[config.mk]
export PLATFORM = sky130hd
export DESIGN_NAME = otter_decode_stage
export DESIGN_NICKNAME = d
export VERILOG_FILES = /design/src/rtl/otter_decode_stage.sv
export SDC_FILE = /design/constraint.sdc
export NUM_CORES = 1
export LEC_CHECK = 0
export BUFFER_PORTS_ARGS = -buffer_cell sky130_fd_sc_hd__buf_2
export CAP_MARGIN = 0
export CORE_AREA = 2 2 133 135
export CTS_CLUSTER_DIAMETER = 200
export CTS_CLUSTER_SIZE = 20
export DETAILED_ROUTE_END_ITERATION = 16
export DIE_AREA = 0 0 135 137
export GPL_TIMING_DRIVEN = 0
export PLACE_DENSITY_LB_ADDON = 0.3
export SLEW_MARGIN = 20
export SYNTH_ARGS = -nofsm -noshare
export SYNTH_HDL_FRONTEND = slang
export SYNTH_SLANG_ARGS = --single-unit
[constraint.sdc]
create_clock -name CLK -period 3.8 [get_ports CLK]
set_input_delay 0.19 -clock CLK [delete_from_list [all_inputs] [get_ports CLK]]
set_output_delay 0.19 -clock CLK [all_outputs]
set_load 0.05 [all_outputs]
[src/rtl/otter_decode_stage.sv]
// OTTER RV32I decode stage: IF/ID pipeline register, immediate decode, redirect
// targets, branch resolution and PC-source select, plus a one-bubble squash after redirects.
module otter_decode_stage #(
  parameter logic [31:0] NOP = 32'h00000013
) (
  input  logic        CLK,
  input  logic        RESET,
  input  logic [31:0] IR,
  input  logic [31:0] IR_PC,
  input  logic        IR_VALID,
  input  logic        STALL,
  input  logic        FLUSH,
  input  logic [31:0] RS1_DATA,
  input  logic [31:0] RS2_DATA,
  output logic [31:0] ID_IR,
  output logic [31:0] ID_PC,
  output logic        ID_VALID,
  output logic [4:0]  RS1_ADDR,
  output logic [4:0]  RS2_ADDR,
  output logic [4:0]  RD_ADDR,
  output logic [31:0] IMM,
  output logic [31:0] JAL,
  output logic [31:0] BRANCH,
  output logic [31:0] JALR,
  output logic [1:0]  PC_SEL,
  output logic        REDIRECT
);

  localparam logic [6:0] OP_LOAD   = 7'b0000011;
  localparam logic [6:0] OP_IMM    = 7'b0010011;
  localparam logic [6:0] OP_JALR   = 7'b1100111;
  localparam logic [6:0] OP_SYSTEM = 7'b1110011;
  localparam logic [6:0] OP_STORE  = 7'b0100011;
  localparam logic [6:0] OP_BRANCH = 7'b1100011;
  localparam logic [6:0] OP_LUI    = 7'b0110111;
  localparam logic [6:0] OP_AUIPC  = 7'b0010111;
  localparam logic [6:0] OP_JAL    = 7'b1101111;

  logic [31:0] id_ir_q;
  logic [31:0] id_pc_q;
  logic        id_valid_q;
  logic        squash_q;

  // Squash is armed only by a redirect that actually reaches fetch this edge.
  always_ff @(posedge CLK or posedge RESET) begin
    if (RESET) begin
      id_ir_q    <= NOP;
      id_pc_q    <= 32'h0;
      id_valid_q <= 1'b0;
      squash_q   <= 1'b0;
    end else if (FLUSH) begin
      id_ir_q    <= NOP;
      id_valid_q <= 1'b0;
      squash_q   <= 1'b0;
    end else if (!STALL) begin
      if (squash_q) begin
        id_ir_q    <= NOP;
        id_valid_q <= 1'b0;
        squash_q   <= 1'b0;
      end else begin
        id_ir_q    <= IR_VALID ? IR : NOP;
        id_pc_q    <= IR_PC;
        id_valid_q <= IR_VALID;
        squash_q   <= REDIRECT;
      end
    end
  end

  logic [6:0]  opcode;
  logic [2:0]  funct3;
  logic [31:0] i_imm, s_imm, b_imm, u_imm, j_imm;
  logic        br_taken;

  assign opcode = id_ir_q[6:0];
  assign funct3 = id_ir_q[14:12];

  assign i_imm = {{20{id_ir_q[31]}}, id_ir_q[31:20]};
  assign s_imm = {{20{id_ir_q[31]}}, id_ir_q[31:25], id_ir_q[11:7]};
  assign b_imm = {{19{id_ir_q[31]}}, id_ir_q[31], id_ir_q[7], id_ir_q[30:25],
                  id_ir_q[11:8], 1'b0};
  assign u_imm = {id_ir_q[31:12], 12'h000};
  assign j_imm = {{11{id_ir_q[31]}}, id_ir_q[31], id_ir_q[19:12], id_ir_q[20],
                  id_ir_q[30:21], 1'b0};

  always_comb begin
    IMM = 32'h0;
    case (opcode)
      OP_LOAD, OP_IMM, OP_JALR, OP_SYSTEM: IMM = i_imm;
      OP_STORE:                            IMM = s_imm;
      OP_BRANCH:                           IMM = b_imm;
      OP_LUI, OP_AUIPC:                    IMM = u_imm;
      OP_JAL:                              IMM = j_imm;
      default:                             IMM = 32'h0;
    endcase
  end

  always_comb begin
    br_taken = 1'b0;
    case (funct3)
      3'b000:  br_taken = (RS1_DATA == RS2_DATA);
      3'b001:  br_taken = (RS1_DATA != RS2_DATA);
      3'b100:  br_taken = ($signed(RS1_DATA) <  $signed(RS2_DATA));
      3'b101:  br_taken = ($signed(RS1_DATA) >= $signed(RS2_DATA));
      3'b110:  br_taken = (RS1_DATA <  RS2_DATA);
      3'b111:  br_taken = (RS1_DATA >= RS2_DATA);
      default: br_taken = 1'b0;
    endcase
  end

  // A stalled or bubble instruction never steers fetch; it re-evaluates once released.
  always_comb begin
    PC_SEL = 2'd0;
    if (id_valid_q && !STALL) begin
      case (opcode)
        OP_JAL:    PC_SEL = 2'd3;
        OP_JALR:   PC_SEL = 2'd1;
        OP_BRANCH: PC_SEL = br_taken ? 2'd2 : 2'd0;
        default:   PC_SEL = 2'd0;
      endcase
    end
  end

  assign REDIRECT = (PC_SEL != 2'd0);
  assign JAL      = id_pc_q + j_imm;
  assign BRANCH   = id_pc_q + b_imm;
  assign JALR     = (RS1_DATA + i_imm) & 32'hFFFF_FFFE;

  assign ID_IR    = id_ir_q;
  assign ID_PC    = id_pc_q;
  assign ID_VALID = id_valid_q;
  assign RS1_ADDR = id_ir_q[19:15];
  assign RS2_ADDR = id_ir_q[24:20];
  assign RD_ADDR  = id_ir_q[11:7];

endmodule

### Word-level counts from Yosys, hierarchy flattened

Index checks and enable logic that the tools add are counted.
Widths: inputs -> output; s select.

| cells by class | value |
|---|---|
| bitwise gates (word level) | 3 |
| eq/ne operators | 17 |
| reduce and logical (&&, ||, !) cells | 7 |
| add/sub/neg operators | 3 |
| mux-type cells | 15 |
| $lt $le $gt $ge | 4 |

Operator list:

| kind | count |
|---|---|
| $pmux 32 s5 | 1 |
| $mux 32 | 4 |
| $add 32x32->32 | 3 |
| $ge 32x32->1 | 2 |
| $lt 32x32->1 | 2 |
| $eq 32x32->1 | 1 |
| $ne 32x32->1 | 1 |
| $eq 7x7->1 const B | 4 |
| $eq 7x5->1 const B | 2 |
| $eq 7x6->1 const B | 2 |
| $eq 3x3->1 const B | 4 |
| $eq 7x2->1 const B | 1 |
| $mux 1 | 6 |
| $pmux 1 s6 | 1 |
| $pmux 2 s3 | 1 |
| $mux 2 | 2 |
| $reduce_or 4->1 | 1 |
| $eq 3x1->1 const B | 1 |
| $logic_not 3->1 | 1 |
| $not 1->1 | 3 |
| $reduce_and 3->1 | 1 |
| $ne 2x1->1 const B | 1 |
| $reduce_bool 2->1 | 1 |
| $reduce_or 2->1 | 1 |
| 2 further kinds | 2 |

| storage, ports and cells | value |
|---|---|
| logic and storage cells | 53 |
| output and inout bits | 211 |
| bits in registers | 66 |

### Logic depth before layout (Yosys ltp)

| logic depth | value |
|---|---|
| depth in word-level cells | 9 |
| depth in mapped cells | 11 |
| gate-level depth less buffers | 11 |

### Worst setup path before layout

No wires, ideal clock.

| timing path | value |
|---|---|
| path kind | flip-flop to output port |
| start | register id_ir_q[31], in the netlist ID_IR[31] |
| end | output JALR[31] |
| path slack | -0.848 ns |
| path buffers | 1 |
| data required time | 3.610 ns |
| data arrival time | 4.458 ns |
| stages on the path, launching flop included | 11 |
| cell sequence | dfrtp_1 ha_1 clkbuf_1 a21o_1 a21oi_1 o31ai_1 a31o_2 o32ai_1 o31ai_1 a31o_1 a211oi_1 |

| on the way | value |
|---|---|
| longest elaborated chain between the ends | 1 |

Ends and longest elaborated chain:

| what | line | text |
|---|---|---|
| start: declaration | 39 | `logic [31:0] id_ir_q;` |
| start signal: assignment | 61 | `id_ir_q <= IR_VALID ? IR : NOP;` |
| $add 32x32->32 | 126 | `assign JALR = (RS1_DATA + i_imm) & 32'hFFFF_FFFE;` |
| end: declaration | 24 | `output logic [31:0] JALR,` |

No other way between the ends.

### Worst setup path after layout

| timing path | value |
|---|---|
| start | register id_ir_q[21], in the netlist ID_IR[21] |
| end | output JAL[29] |

| on the way | value |
|---|---|
| longest elaborated chain between the ends | 1 |

Ends and longest elaborated chain:

| what | line | text |
|---|---|---|
| $add 32x32->32 | 124 | `assign JAL = id_pc_q + j_imm;` |
| end: declaration | 22 | `output logic [31:0] JAL,` |

No other way between the ends.

==> qor.yml <==
worst_setup_path:
  r2r_end: "squash_q"
  crit_path_max_incr_delay_ns: 0.48
  cp-start-kind: "register"
  end_kind: "output pin"
  crit_chain: "ha_1 > inv_1 > fa_1 > nor2b_1 > o21a_1 > a311o_2 > a211oi_4 > a211oi_2 > nor3_2 > o21ai_0 > xor2_1 > buf_2"
  ff2ff_path_depth: 5
  regToRegSetupSlack_ns: 1.55
  crit_type: "reg -> out"
  cp.arrival_ns: 3.51
  rr_startpoint: "ID_IR[0]"
  cp_slowest_cell: "dfrtp_2"
  worst_ep_required_time_ns: 3.61
  worstPathMaxFanout: 7
global_routing:
  grt_usage: 0.297
  antenna_found_initial: 3
  grt.overflow.total: 0
  grt_max_degree: 35
  grt_pass1_vias: 8271
  grt_pass1_wl_mm: 42.9
yosys:
  syn_inst: 947
  synth.distinct_cells: 74
  synth_edf_count: 0
  ys.flop_type: "dfrtp_1"
  synthArstFlopShare: 1.00
  ys_seq_elements: 66
  synth_area_um2: 7960
  ys_seq_area_frac: 0.208
  syn_nets: 1188
  ys_top_cells_by_area: "dfrtp_1 (20%), ha_1 (17%), xnor2_1 (6.6%)"
  yosysTopAreaCellShare: 0.198
  synth_area_leader_cell: "dfrtp_1"
  yosys_warnings: 0
  avgSynthCellArea_um2: 8.40
run_status:
  run_status: "complete, no violations"
routing:
  vias: 8701
  drtAntennaViolNets: 0
  drtIter0Drc: 422
  wire_per_inst_um: 18.6
  firstDrtPassIters: 5
  routed_wl_mm: 28.6
  viasPerCell: 5.66
  remaining_drc_errors: 0
timing:
  finClkSkew_ns: 0.00734
  setup_viol: 0
  fin_crit_sh: 0.974
  hold_viol_final: 0
  tightestPinTransition_ns: 0.750
  relSlewSlack: 0.500
  hold_ws_ns: 0.0460
  period_minus_slack_ns: 3.70
  slew_viol_final: 0
  fmax_mhz: 270
  tns_ns: 0
worst_hold_path:
  holdPathStages: 3
  min_to: "ID_IR[9]"
  min_path_type: "in -> reg"
  min_from: "IR[9]"
placement:
  io_buffers: 342
  placed_area_um2: 9990
  dpl.hpwl_mm: 22.7
  gp_congestion: 0.960
clocking:
  clk_latency_ns: 0.35
  clock_sinks: 66
  cts_max_level: 3
  cts_buffer_depth: 2
  tritoncts.num_buffers: 9
  path_clk_slew_ns: 0.06
  cts_tree: "yes"
  root_buffer: "clkbuf_16"
die:
  rows: 48
  io_pins: 344
  die_w_um: 135
  die_y_um: 137
  start_util: 0.467
  coreArea_um2: 17100
  die-area_um2: 18500
flow_run:
  drv_cap: 0
pwr:
  p_leak_uw: 0.00580
  powerDensity_nw_per_um2: 401
  vdd_drop_max_uv: 354
cells_and_area:
  drive_gt1_frac: 0.357
  layout.nets: 1545
  finalInstanceArea_um2: 10500
  area.growth.synth_to_final_pct: 31.6
  layout_common_cells: "buf_2 (340), ha_1 (103), a21oi_1 (82), inv_1 (64), xnor2_1 (60)"
  final_common_cell: "buf_2"
## state kept, by name, indices dropped and copies added (netlist names)
name,count
ID_PC,32
ID_VALID,1
ID_IR,32
squash_q,1
## per-stage QoR
step / setup slack [ns] / std cells / total power, µW / utilization
floorplan: 0.0305 / 947 / 2730 / -
global placement: 0.0444 / 1514 / 3300 / 0.584
detailed placement: 0.0150 / 1516 / 3340 / 0.586
CTS: 0.0120 / 1534 / 4170 / 0.608
global route: -0.0169 / 1536 / 4400 / 0.614
finish: 0.0998 / 1536 / 4200 / 0.614
## layout make-up
type	count	area, µm²
antenna	2	5.00
sequential	66	1660
fill	1587	6580
multi-input combinational	762	5920
clock inverter	7	53.8
clock buffer	9	225
inverter	65	246
buffer	50	262
tap	225	282
timing repair buffer	350	1820
## routing by layer
metal / GRT usage / up-vias / part of all wire
li1: - / 4200 / -
met5: 0 / - / 0.00024
met3: 0.0659 / 62 / 0.068
met2: 0.516 / 376 / 0.49
met1: 0.357 / 4061 / 0.41
met4: 0.119 / 2 / 0.037
## worst max path at each step
stage / startpoint / to / slack [ns] / depth (start not counted)
after floorplan: ID_IR[31] / JALR[29] / 0.03 / 10
after global placement: ID_IR[31] / JALR[31] / 0.04 / 11
after detailed placement: ID_IR[31] / JALR[31] / 0.01 / 11
after CTS: ID_IR[23] / JALR[21] / 0.01 / 10
after global routing: ID_IR[25] / JALR[31] / -0.02 / 10
final: ID_IR[21] / JAL[29] / 0.1 / 12
## what timing repair did
item	4_1_cts	5_1_grt
gates resized for setup	15	30
hold buffers	1	0
setup endpoints to repair	30	48
buffers inserted	1	4
pin swaps	0	3
endpoints found under the hold margin	30	0
## cell usage after synthesis, types with 4 or more instances
cell type and count:
xor2_1 24, inv_1 65, and4_1 4, buf_1 4, nor2_1 41, nand3_1 25
and3_1 10, xnor2_1 60, o21bai_1 7, or2_2 6, o21a_1 12, nor3_1 17
nand2_1 55, a21o_1 54, nor2b_1 10, nand4_1 12, o31ai_1 6, dfrtp_1 63
o21ai_0 42, or3_1 7, buf_4 18, clkbuf_1 27, a21oi_1 83, buf_2 5
nand2b_1 11, nor4_1 6, a31oi_1 9, a211oi_1 10, mux2_2 32, a22o_1 30
o211ai_1 9, and2_1 10, ha_1 105
## report_power, final
group | internal (µW) | total [µW] | switching, µW
registers | 768 | 858 | 89.7
clock network | 446 | 820 | 374
logic | 697 | 2520 | 1830
total | 1910 | 4200 | 2290
## critical path, delay by kind of cell (launching register included)
kind,cells,cell delay (ns)
and+or+nand+nor,2,0.35
adders and majority gates,2,0.48
AOI/OAI and AO/OA,5,1.34
DFF,1,0.48
xor gates and xnor gates,1,0.14
buffers and inverters,2,0.36
## logic make-up after synthesis
kind of cell | Yosys count | share of synthesized area
AOI/OAI and AO/OA | 314 | 0.272
buffers and inverters | 119 | 0.0654
adders and majority gates | 108 | 0.173
other | 1 | 0.000471
muxes | 34 | 0.0478
and+or+nand+nor | 221 | 0.141
xor gates and xnor gates | 84 | 0.0925
DFF | 66 | 0.208
(Power assumes the default switching activity.)
